--- config.mk ---
export PLATFORM = sky130hd
export DESIGN_NAME = wb_hyperram_arbiter
export DESIGN_NICKNAME = d
export VERILOG_FILES = /design/src/rtl/hyperram_pkg.sv /design/src/rtl/wb_arb_watchdog.sv /design/src/rtl/wb_hyperram_arbiter.sv
export SDC_FILE = /design/constraint.sdc
export NUM_CORES = 1
export LEC_CHECK = 0
export BUFFER_PORTS_ARGS = -buffer_cell sky130_fd_sc_hd__buf_2
export CORE_AREA = 5 5 120 122
export CTS_BUF_LIST = sky130_fd_sc_hd__clkbuf_4 sky130_fd_sc_hd__clkbuf_8
export CTS_CLUSTER_SIZE = 8
export DETAILED_ROUTE_END_ITERATION = 16
export DIE_AREA = 0 0 125 127
export PLACE_DENSITY = 0.52
export SLEW_MARGIN = 20
export SYNTH_ARGS = -nofsm -noshare
export SYNTH_HDL_FRONTEND = slang
export SYNTH_HIERARCHICAL = 1
export SYNTH_SLANG_ARGS = --single-unit
--- constraint.sdc ---
create_clock -name wb_clk_i -period 3 [get_ports wb_clk_i]
set_input_delay 0 -clock wb_clk_i [delete_from_list [all_inputs] [get_ports wb_clk_i]]
set_output_delay 0 -clock wb_clk_i [all_outputs]
set_load 0.01 [all_outputs]
--- src/rtl/hyperram_pkg.sv ---
// hyperram_pkg: shared FSM encodings and constants for the HyperRAM Wishbone arbiter.
package hyperram_pkg;

    typedef enum logic [1:0] {
        ST_IDLE = 2'd0,
        ST_GNT0 = 2'd1,
        ST_GNT1 = 2'd2
    } state_t;

    localparam logic [31:0] DEAD_BEEF   = 32'hDEAD_BEEF;
    localparam int          TIMEOUT_DEF = 255;

endpackage

--- src/rtl/wb_arb_watchdog.sv ---
// wb_arb_watchdog: stall counter that fires when a granted transfer waits too long for ack.
//   clk, rst : clock and synchronous active-high reset
//   active   : a master currently holds the grant
//   stall    : strobe asserted without ack this cycle
//   ack      : slave ack this cycle (restarts the count)
//   fire     : limit reached; fabricate an ack and abort
module wb_arb_watchdog #(
    parameter int LIMIT = 255
) (
    input  logic clk,
    input  logic rst,
    input  logic active,
    input  logic stall,
    input  logic ack,
    output logic fire
);

    localparam int CW = $clog2(LIMIT + 1);

    logic [CW-1:0] cnt;

    // Held at zero while idle, so every new grant starts from a clean count.
    always_ff @(posedge clk) begin
        if (rst || !active || ack)
            cnt <= '0;
        else if (stall)
            cnt <= cnt + 1'b1;
    end

    assign fire = active && (cnt == CW'(LIMIT));

endmodule

--- src/rtl/wb_hyperram_arbiter.sv ---
// wb_hyperram_arbiter: round-robin two-master to one-slave Wishbone arbiter in front of wb_hyperram.
//   wb_clk_i, wb_rst_i : clock and synchronous active-high reset
//   m0_* / m1_*        : master ports (m0 = management bus, m1 = user-side requester)
//   s_*                : slave port toward wb_hyperram
//   grant_o            : one-hot {m1,m0} grant, 00 when idle
//   timeout_o          : sticky watchdog flag, present only when WB_ARB_TIMEOUT_EN is defined
module wb_hyperram_arbiter
    import hyperram_pkg::*;
#(
    parameter int AW = 32,
    parameter int DW = 32
`ifdef WB_ARB_TIMEOUT_EN
    , parameter int TIMEOUT_CYCLES = TIMEOUT_DEF
`endif
) (
    input  logic            wb_clk_i,
    input  logic            wb_rst_i,
    input  logic            m0_cyc_i,
    input  logic            m0_stb_i,
    input  logic            m0_we_i,
    input  logic [DW/8-1:0] m0_sel_i,
    input  logic [AW-1:0]   m0_adr_i,
    input  logic [DW-1:0]   m0_dat_i,
    output logic            m0_ack_o,
    output logic [DW-1:0]   m0_dat_o,
    input  logic            m1_cyc_i,
    input  logic            m1_stb_i,
    input  logic            m1_we_i,
    input  logic [DW/8-1:0] m1_sel_i,
    input  logic [AW-1:0]   m1_adr_i,
    input  logic [DW-1:0]   m1_dat_i,
    output logic            m1_ack_o,
    output logic [DW-1:0]   m1_dat_o,
    output logic            s_cyc_o,
    output logic            s_stb_o,
    output logic            s_we_o,
    output logic [DW/8-1:0] s_sel_o,
    output logic [AW-1:0]   s_adr_o,
    output logic [DW-1:0]   s_dat_o,
    input  logic            s_ack_i,
    input  logic [DW-1:0]   s_dat_i,
    output logic [1:0]      grant_o
`ifdef WB_ARB_TIMEOUT_EN
    , output logic          timeout_o
`endif
);

    state_t state, state_nx;
    logic   last, last_nx;
    logic   g0, g1, fire;
    logic   req0, req1;

    assign req0    = m0_cyc_i & m0_stb_i;
    assign req1    = m1_cyc_i & m1_stb_i;
    assign g0      = (state == ST_GNT0);
    assign g1      = (state == ST_GNT1);
    assign grant_o = {g1, g0};

    always_ff @(posedge wb_clk_i) begin
        if (wb_rst_i) begin
            state <= ST_IDLE;
            last  <= 1'b1;
        end else begin
            state <= state_nx;
            last  <= last_nx;
        end
    end

    // Grants always return through IDLE, so the slave sees cyc low between masters.
    always_comb begin
        state_nx = state;
        last_nx  = last;
        case (state)
            ST_IDLE: begin
                if (req0 && (!req1 || last))
                    state_nx = ST_GNT0;
                else if (req1)
                    state_nx = ST_GNT1;
            end
            ST_GNT0: begin
                if (!m0_cyc_i || fire) begin
                    state_nx = ST_IDLE;
                    last_nx  = 1'b0;
                end
            end
            ST_GNT1: begin
                if (!m1_cyc_i || fire) begin
                    state_nx = ST_IDLE;
                    last_nx  = 1'b1;
                end
            end
            default: state_nx = ST_IDLE;
        endcase
    end

    // Slave-side mux depends only on state and master inputs; fire is registered-count based.
    assign s_cyc_o = ~fire & (g0 ? m0_cyc_i : g1 ? m1_cyc_i : 1'b0);
    assign s_stb_o = ~fire & (g0 ? m0_stb_i : g1 ? m1_stb_i : 1'b0);
    assign s_we_o  = g0 ? m0_we_i  : g1 ? m1_we_i  : 1'b0;
    assign s_sel_o = g0 ? m0_sel_i : g1 ? m1_sel_i : '0;
    assign s_adr_o = g0 ? m0_adr_i : g1 ? m1_adr_i : '0;
    assign s_dat_o = g0 ? m0_dat_i : g1 ? m1_dat_i : '0;

    assign m0_ack_o = g0 & (s_ack_i | fire);
    assign m1_ack_o = g1 & (s_ack_i | fire);
    assign m0_dat_o = g0 ? (fire ? DW'(DEAD_BEEF) : s_dat_i) : '0;
    assign m1_dat_o = g1 ? (fire ? DW'(DEAD_BEEF) : s_dat_i) : '0;

`ifdef WB_ARB_TIMEOUT_EN
    wb_arb_watchdog #(.LIMIT(TIMEOUT_CYCLES)) u_wdog (
        .clk    (wb_clk_i),
        .rst    (wb_rst_i),
        .active (g0 | g1),
        .stall  (s_stb_o & ~s_ack_i),
        .ack    (s_ack_i),
        .fire   (fire)
    );

    always_ff @(posedge wb_clk_i) begin
        if (wb_rst_i)
            timeout_o <= 1'b0;
        else if (fire)
            timeout_o <= 1'b1;
    end
`else
    assign fire = 1'b0;
`endif

endmodule

# == Word level (Yosys, flattened, before mapping) ==
# Index checks and enable logic that the tools add are counted.
# totals
ff_bits,3
in_bits,177
elab_cells,40
# op_classes
eq_ne,5
n_mux,22
n_bitwise,4
n_reduce_logical,7
# ops
op,count
2-to-1 mux 32 bit,6
2-to-1 mux 1 bit,8
2-to-1 mux 2 bit,4
2-to-1 mux 4 bit,2
one-hot mux 2 bit (3 select lines),1
AND reduction 3 bit,2
AND 1 bit,4
inequality test 2 bit (second input constant),2
inequality test 3 bit (second input constant),1
== test 2 x 1 -> 1 bit (second input constant),1
== test 2 bit (second input constant),1
logical NOT 2 bit,1
one-hot mux 1 bit (2 select lines),1
nonzero test 2 bit,1
logical AND 1 bit,1
logical NOT 1 bit,1
logical OR 1 bit,1

# == Longest topological paths before layout ==
# Gate-level depths: netlist (run 1).
# logic_depth
depth_word,6
mapped_depth,5
depth_no_buf,2

# == Worst setup path before layout (run 1) ==
# OpenSTA, ideal clock, no wires.
# synth_timing
kind,reg2reg
start,register state[1]
end,register last
arrival_ns,1.046
path_slack_ns,1.832
path_stages_with_launch,5
n_path_buf,2
path_cell_list,dfxtp_1 nor2b_1 buf_2 buf_6 a221o_1
# synth_via
elab_chain_len,3
word_cells_on_any_way,7
classes_between,eq/ne (4); mux (1); reduce/logical (2)
# synth_rtl
element,line_no,text
"start, declared",wb_hyperram_arbiter.sv:48,"state_t state, state_nx;"
"start signal, assigned",wb_hyperram_arbiter.sv:64,state <= state_nx;
== test 2 bit or == test 2 x 1 -> 1 bit (tied branches),wb_hyperram_arbiter.sv:73,case (state)
inequality test 2 bit (no source line) or nonzero test 2 bit (tied branches),--,
AND reduction 3 bit (no source line),--,
"end signal, assigned",wb_hyperram_arbiter.sv:65,last <= last_nx;
"end, declared",wb_hyperram_arbiter.sv:49,"logic last, last_nx;"
# Several ways; a longest one is shown, not always the timed one.
# A chain may end at the register's enable or synchronous reset.

# == Final worst setup path (run 1) ==
# layout_timing
start,register state[1]
end,output port s_dat_o[2]
# layout_via
elab_chain_len,3
word_cells_on_any_way,4
classes_between,eq/ne (2); mux (2)
# layout_rtl
element,line_no,text
== test 2 bit,wb_hyperram_arbiter.sv:56,assign g1 = (state == ST_GNT1);
2-to-1 mux 32 bit,wb_hyperram_arbiter.sv:102,assign s_dat_o = g0 ? m0_dat_i : g1 ? m1_dat_i : '0;
2-to-1 mux 32 bit *,wb_hyperram_arbiter.sv:102,
"end, declared",wb_hyperram_arbiter.sv:39,"output logic [DW-1:0] s_dat_o,"
# Every way passes the cells marked *; elsewhere a longest branch is shown, timed or not.

==> results by group, run 1 <==
Drt
  • DRC: 0
  • Final wirelength: 8915 µm
  • TritonRoute pass-1 iters: 4
  • Post-DRT Antenna Nets: 0
  • Vias per cell: 3.844
  • DRT iter0 DRCs: 42
  • Vias: 2,510
  • Routed len/inst: 13.65 µm

Global routing
  • Gr ovfl total: 0
  • Vias in the first global route: 2,527
  • Global-route wire length before repair: 13,010 µm
  • Largest net degree at the start of global routing: 105
  • Initial antenna violation count: 0
  • GRT Total Usage: 9.541%

Final layout
  • Layout cells sized above 1: 68.34%
  • Fin cells: 653
  • Fill cells: 1,483
  • Final-stage net count: 655
  • Antenna Cells: 0
  • Area grow syn2layout: 124.0%

Logic synthesis
  • Syn_area_per_cell: 7.639 µm²
  • Mapped Area: 1383 µm²
  • Area share of the largest cell type after synthesis: 44.98%
  • Top-count cell post-synth: a22o_1
  • Yosys Warn Count: 6
  • Synth area leaders: a22o_1, and2_1, buf_4
  • Area leader, netlist: a22o_1
  • EDFF count, synth: 0
  • Seq/Total Area, Yosys: 4.344%
  • Post-synth ARST share: 0%
  • Post-synth top cells: a22o_1, and2_1, buf_2
  • Cell variety after synth: 18
  • #FFs+latches synth: 3
  • Post-Syn Nets: 358
  • Main synth FF type: dfxtp_1
  • Synth Instances: 181

Clock network
  • Post-CTS Resized: 0
  • Total setup buffers inserted after CTS: 0
  • CTS tree: built
  • H-tree level count: 1
  • # hold bufs at CTS: 0
  • Max Root-Sink Buffers: 2
  • Clk slew on worst S/H paths: 0.03 ns
  • CTS root buffer: clkbuf_8
  • TritonCTS Buffers: 3
  • Clk sinks: 3
  • Worst-Skew Late Latency: 0.22 ns

Setup path
  • Worst R2R End: last$_SDFFE_PP1P_
  • Crit Path Class: flop to primary output
  • CP Capture Type: primary output
  • Critical path launch point type: flop
  • Critical Path AT: 1.74 ns
  • Register-to-Register Path Depth: 3
  • Critical Path RT: 3.00 ns
  • CP Max Fanout: 54
  • Crit path capture: s_dat_o[2]
  • R2R Path Start: state[1]$_SDFFE_PP0P_
  • Reg2reg setup slack: 1.67 ns
  • Critical Path Start: state[1]$_SDFFE_PP0P_

Timing
  • Slew Limit Fails: 0
  • Worst slew pin tran: 0.5531 ns
  • Period Utilization, post-route: 58.04%
  • Minimum clock period: 1.741 ns
  • TNS Setup: 0 ns
  • Worst slew margin: 63.13%
  • Clock Skew: 0.002444 ns
  • Unrepaired setup endpoints after global routing: false
  • Worst Setup Slack, final: 1.259 ns
  • Max Fclk: 0.5743 GHz
  • WHS: 0.08710 ns
  • Final setup viols: 0
  • Final hold vios: 0

Floorplanning
  • Core footprint: 13,090 µm²
  • Die X: 125 µm
  • IO Count: 316
  • Die area: 15,880 µm²
  • Die height: 127 µm
  • Initial core utilization: 10.57%
  • Num rows: 42

Placed design
  • Cell Count Post-Placement: 649
  • Dpl ws: 1.502 ns
  • DPL Wire Length: 7469 µm
  • I/O Buffers: 315
  • Placer Congestion: 0.8216

Power
  • Leakage power: 1.998 nW
  • Pwr Density: 172.0 nW/µm²
  • Max VDD drop: 0.1491 mV

Worst hold path
  • Hold Path Class: input pin to flop

Run status
  • Outcome: complete, no violations

Run
  • Max Cap Viol: 0
critical path, cell delays in order, from the launching register on:
cell and delay (ns):
dfxtp_1 0.46, nor2b_4 0.20, buf_4 0.45, a22o_1 0.24, buf_2 0.13
flip-flops by register name (all words and copies together) (netlist names):
name / cells
last: 1
state: 2
cell usage in the layout (no fill, tap or decap), types with 2 or more instances in the layout:
cell and n:
buf_4 2, buf_2 315, dfxtp_1 3, clkbuf_8 3, a22o_1 71, nor2b_4 2, and2_1 66, nand2b_1 3
where the power goes:
part / switching [W] / internal, W
logic: 0.000168 / 0.000192
registers: 0.00000313 / 0.0000420
clock network: 0.0000278 / 0.0000997
total: 0.000199 / 0.000334
cells by family after synthesis:
kind of cell	after synthesis	synth area share (%)
compound gates	75	47.60
simple gates	76	34.66
flops	3	4.344
buf+inv	27	13.39
layout make-up:
cell class	count	area, µm²	area share (%)
Clock buffer	4	48.80	1.576
Sequential cell	3	60.06	1.939
Timing Repair Buffer	318	1612	52.04
Tap cell	176	220.2	7.111
Inverter	1	3.754	0.1212
Multi-Input combinational cell	151	1152	37.21
per-layer routing:
metal / track usage, % / up-vias / wire length, µm
li1: - / 1264 / -
met1: 11.07 / 1080 / 3362
met2: 17.75 / 160 / 4601
met3: 2.588 / 6 / 855
met4: 1.722 / 0 / 96
met5: 0 / - / 0
stage by stage:
stage	power [W]	area, µm²	util, %
after floorplan	0.0002092	1383	-
after global placement	0.0004098	3048	23.29
after detailed placement	0.0004081	3048	23.29
after CTS	0.0005409	3097	23.67
after global routing	0.0005734	3097	23.67
final	0.0005326	3097	23.67
how the worst min path moves through the flow:
stage                       from                     to  slack, ns  cells after the start
detailed placement  m0_adr_i[23]            s_adr_o[23]       0.30                      3
global route            m0_stb_i  state[0]$_SDFFE_PP0P_       0.10                      2
global placement    m0_dat_i[13]            s_dat_o[13]       0.30                      3
floorplan                s_ack_i               m0_ack_o       0.14                      1
finish                  wb_rst_i  state[1]$_SDFFE_PP0P_       0.09                      3
CTS                     wb_rst_i  state[1]$_SDFFE_PP0P_       0.08                      3
No activity file was read; power rests on OpenSTA's default activity.
==> run 2: changes to the inputs <==
- CORE_AREA: 5 5 120 122 -> 5 5 118 120
- DIE_AREA: 0 0 125 127 -> 0 0 123 125
- PLACE_DENSITY: 0.52 -> 0.54
- clock period: 3 -> 1.8 ns (I/O delays scaled with it)
==> run 2 against run 1 <==
Sequential share of layout area hardly changed. Largest cell class unchanged. Setup slack worse by 1.1 ns. Non-clock buffer count is 5 higher. Wire length is 9.2% higher. Cell area is 2.1% higher. Clock power is 69% higher.
==> results by group, run 2 (same netlist as run 1, synthesis figures left out) <==
Floorplanning
  • Die X: 123 µm
  • IO Count: 316
  • Num rows: 42
  • Die area: 15,380 µm²
  • Die height: 125 µm
  • Core footprint: 12,870 µm²
  • Initial core utilization: 10.74%

Global routing
  • Gr ovfl total: 0
  • Initial antenna violation count: 1
  • GRT Total Usage: 10.76%
  • Largest net degree at the start of global routing: 63
  • Vias in the first global route: 2,599
  • Global-route wire length before repair: 13,260 µm

Setup path
  • CP Capture Type: primary output
  • Critical path launch point type: flop
  • CP Max Fanout: 44
  • Critical Path RT: 1.80 ns
  • Critical Path AT: 1.68 ns
  • Crit Path Class: flop to primary output

Placed design
  • Placer Congestion: 0.7656
  • I/O Buffers: 315
  • DP Area: 3110 µm²
  • Dpl ws: 0.3223 ns
  • DPL Wire Length: 8485 µm

Final layout
  • Final-stage net count: 660
  • Layout cells sized above 1: 68.67%
  • Register Area: 60.06 µm²
  • Post-layout util: 24.56%
  • Multi-input logic area: 1152 µm²
  • Reg with most FFs: state
  • Commonest cells after routing, fill and taps aside: buf_2, a22o_1, and2_1
  • Largest regs: state: 2 flops, last: 1 flops
  • Most common cell after layout, fill and taps aside: buf_2
  • Cell area after layout: 3162 µm²
  • Fill cells: 1,398
  • Area grow syn2layout: 128.7%
  • Max reg flops: 2

Timing
  • Minimum clock period: 1.683 ns
  • Final hold vios: 0
  • Slew Limit Fails: 0
  • Worst slew pin tran: 0.3424 ns
  • TNS Setup: 0 ns
  • Final setup viols: 0
  • Worst slew margin: 77.17%
  • Worst Setup Slack, final: 0.1173 ns
  • Unrepaired setup endpoints after global routing: false
  • Clock Skew: 0.001761 ns
  • Period Utilization, post-route: 93.48%
  • Max Fclk: 0.5943 GHz

Clock network
  • Max Root-Sink Buffers: 2
  • TritonCTS Buffers: 3
  • # hold bufs at CTS: 0
  • Post-CTS Resized: 0
  • Total setup buffers inserted after CTS: 0
  • H-tree level count: 1
  • Clk sinks: 3
  • CTS tree: built
  • Clk slew on worst S/H paths: 0.03 ns
  • CTS root buffer: clkbuf_8
  • Worst-Skew Late Latency: 0.22 ns

Power
  • Max VDD drop: 0.1543 mV
  • Pwr Density: 291.3 nW/µm²
  • Internal Pwr Total: 0.0005691 W
  • NetSw: 0.0003520 W
  • Leakage power: 2.030 nW
  • Combinational power share: 68.4%
  • Sw Ratio: 38.22%
  • Seq pwr share: 8.2%
  • Clk pwr share: 23.5%

Run status
  • Outcome: complete, no violations

Drt
  • Vias: 2,625
  • DRT iter0 DRCs: 62
  • Vias per cell: 3.983
  • TritonRoute pass-1 iters: 4
  • Routed len/inst: 14.77 µm
  • Final wirelength: 9733 µm
  • DRC: 0
  • Post-DRT Antenna Nets: 0

Worst hold path
  • Hold Path Class: input pin to flop

Run
  • Max Cap Viol: 0
run 2: cell count changes in the layout (fill, tap and decap cells not counted), sizes merged:
| cell | delta |
|---|---|
| diode | +1 |
| buf | +5 |
run 2: cell type report:
cell class | instances | area share [%]
timing repair buffer | 323 | 52.95
multi-input combinational | 151 | 36.45
tap | 176 | 6.965
sequential | 3 | 1.899
clock buffer | 4 | 1.543
inverter | 1 | 0.1187
antenna | 1 | 0.07915
run 2: metrics by stage:
| step | power [W] | std cells | hold WS (ns) |
|---|---|---|---|
| floorplan | 0.0003486 | 181 | 0.1444 |
| global placement | 0.0007152 | 654 | 0.2938 |
| detailed placement | 0.0007116 | 654 | 0.2927 |
| CTS | 0.0009359 | 658 | 0.06139 |
| global route | 0.0009961 | 659 | 0.06669 |
| finish | 0.0009211 | 659 | 0.06726 |
run 2: final timing paths:
kind	cells after the start	slack [ns]	to	startpoint
worst max-delay path	5	0.12	s_adr_o[14]	state[1]$_SDFFE_PP0P_
worst min-delay path	3	0.07	state[1]$_SDFFE_PP0P_	wb_rst_i
worst max register to register	3	0.60	last$_SDFFE_PP1P_	state[0]$_SDFFE_PP0P_
worst min register to register	1	0.50	last$_SDFFE_PP1P_	last$_SDFFE_PP1P_
run 2: critical path, cell delays in order (launching register included):
cell and delay, ns:
dfxtp_1 0.46, nor2b_4 0.22, buf_12 0.22, buf_12 0.22, a22o_1 0.19, buf_2 0.13
run 2: power groups by stage:
stage | clock, W | sequential, W | combinational, W
global route | 0.000235 | 0.0000757 | 0.000685
finish | 0.000216 | 0.0000752 | 0.000630
CTS | 0.000222 | 0.0000751 | 0.000639
floorplan | 0 | 0.0000738 | 0.000275
detailed placement | 0 | 0.0000762 | 0.000635
global placement | 0 | 0.0000761 | 0.000639
run 2: routing by layer:
metal  GRT usage, %  wire, µm  part of all wire, %
met5              0         0                    0
met2          20.01      4700                   48
met4          2.932       159                  1.6
met1          12.56      3704                   38
met3          1.716      1168                   12
==> run 3: changes to the inputs <==
- RECOVER_POWER: not set -> 100
==> run 3 against run 2 <==
Clock skew about the same. Non-clock buffer count unchanged. Total power down 2.9%. Highest routed layer unchanged.
==> results by group, run 3 (same netlist as run 1, synthesis figures left out) <==
Floorplanning
  • Die area: 15,380 µm²
  • Initial core utilization: 10.74%
  • IO Count: 316
  • Die X: 123 µm
  • Core footprint: 12,870 µm²
  • Num rows: 42
  • Die height: 125 µm

Final layout
  • Fin cells: 659
  • Fill cells: 1,460
  • Multi-input logic area: 1152 µm²
  • Most common cell after layout, fill and taps aside: buf_2
  • Max reg flops: 2
  • Reg with most FFs: state
  • Area grow syn2layout: 118.3%
  • Commonest cells after routing, fill and taps aside: buf_2, clkbuf_1, a22o_1
  • Cell area after layout: 3018 µm²
  • Largest regs: state: 2 flops, last: 1 flops
  • Final-stage net count: 660
  • Layout cells sized above 1: 45.23%
  • Register Area: 60.06 µm²

Drt
  • TritonRoute pass-1 iters: 4
  • DRT iter0 DRCs: 61
  • Routed len/inst: 14.75 µm
  • DRC: 0
  • Vias per cell: 3.985
  • Final wirelength: 9723 µm
  • Post-DRT Antenna Nets: 0
  • Vias: 2,626

Timing
  • Worst slew pin tran: 0.3776 ns
  • Clock Skew: 0.001653 ns
  • Period Utilization, post-route: 94.24%
  • TNS Setup: 0 ns
  • Slew Limit Fails: 0
  • Final hold vios: 0
  • Worst slew margin: 74.82%
  • Final setup viols: 0
  • Minimum clock period: 1.696 ns
  • Max Fclk: 0.5895 GHz
  • Unrepaired setup endpoints after global routing: false

Worst hold path
  • Hold Path Class: input pin to flop

Global routing
  • Largest net degree at the start of global routing: 63
  • Global-route wire length before repair: 13,260 µm
  • Initial antenna violation count: 1
  • GRT Total Usage: 10.76%
  • Vias in the first global route: 2,599
  • Gr ovfl total: 0

Placed design
  • DP Area: 3110 µm²
  • Cell Count Post-Placement: 654
  • I/O Buffers: 315
  • DPL Wire Length: 8485 µm
  • Placer Congestion: 0.7656

Run
  • Max Cap Viol: 0

Clock network
  • H-tree level count: 1
  • Worst-Skew Late Latency: 0.22 ns
  • Max Root-Sink Buffers: 2
  • Clk slew on worst S/H paths: 0.03 ns
  • # hold bufs at CTS: 0
  • CTS root buffer: clkbuf_8
  • CTS tree: built
  • Clk sinks: 3
  • TritonCTS Buffers: 3
  • Post-CTS Resized: 0
  • Total setup buffers inserted after CTS: 0

Power
  • Pwr Density: 296.3 nW/µm²
  • Max VDD drop: 0.1540 mV
  • Leakage power: 1.543 nW

Run status
  • Outcome: complete, no violations

Setup path
  • CP Capture Type: primary output
  • Critical path launch point type: flop
  • CP Max Fanout: 42
  • Crit Path Class: flop to primary output
  • Critical Path AT: 1.70 ns
  • Critical Path RT: 1.80 ns
==> run 3: cell count changes in the layout (fill, tap and decap cells not counted), sizes merged <==
cell    previous run  this run
buf              323       202
clkbuf             4       125
==> run 3: worst paths after layout <==
kind,cells past startpoint,to,slack [ns],start
hold reg to reg,1,last$_SDFFE_PP1P_,0.50,last$_SDFFE_PP1P_
setup reg to reg,3,last$_SDFFE_PP1P_,0.59,state[0]$_SDFFE_PP0P_
hold / removal,3,state[1]$_SDFFE_PP0P_,0.07,wb_rst_i
setup / recovery,5,s_dat_o[19],0.10,state[1]$_SDFFE_PP0P_
==> run 3: routing by layer <==
layer  up-vias  part of all wire [%]  track usage (%)
met5         -                     0                0
met4         0                   1.5            2.932
met3         6                    12            1.716
met2       195                    48            20.01
met1      1151                    38            12.56
li1       1274                     -                -
==> run 3: final cells by class <==
type	instances	area share, %
clock buffers	4	1.617
diodes	1	0.08292
inverters	1	0.1244
repair buffers	323	50.70
multi-input cells	151	38.18
well taps	176	7.297
flip-flops and latches	3	1.990
==> run 3: worst max-delay path: stages (launching register included) <==
cell      delay (ns)
dfxtp_1         0.46
nor2b_4         0.22
buf_12          0.22
clkbuf_2        0.23
a22o_1          0.17
clkbuf_1        0.16
==> run 3: per-stage QoR <==
stage	setup slack (ns)	util, %	total power [W]	hold slack (ns)
CTS	0.09773	24.54	0.0009359	0.06139
floorplan	0.6319	-	0.0003486	0.1444
global placement	0.3519	24.16	0.0007152	0.2938
global route	0.01203	23.44	0.0009700	0.06669
detailed placement	0.3223	24.16	0.0007116	0.2927
finish	0.1037	23.44	0.0008943	0.06670
==> run 3: power by group <==
group	internal [W]	total, W	switching (W)
sequential	0.0000700	0.0000753	0.00000530
clock	0.000166	0.000216	0.0000496
combinational	0.000302	0.000603	0.000300
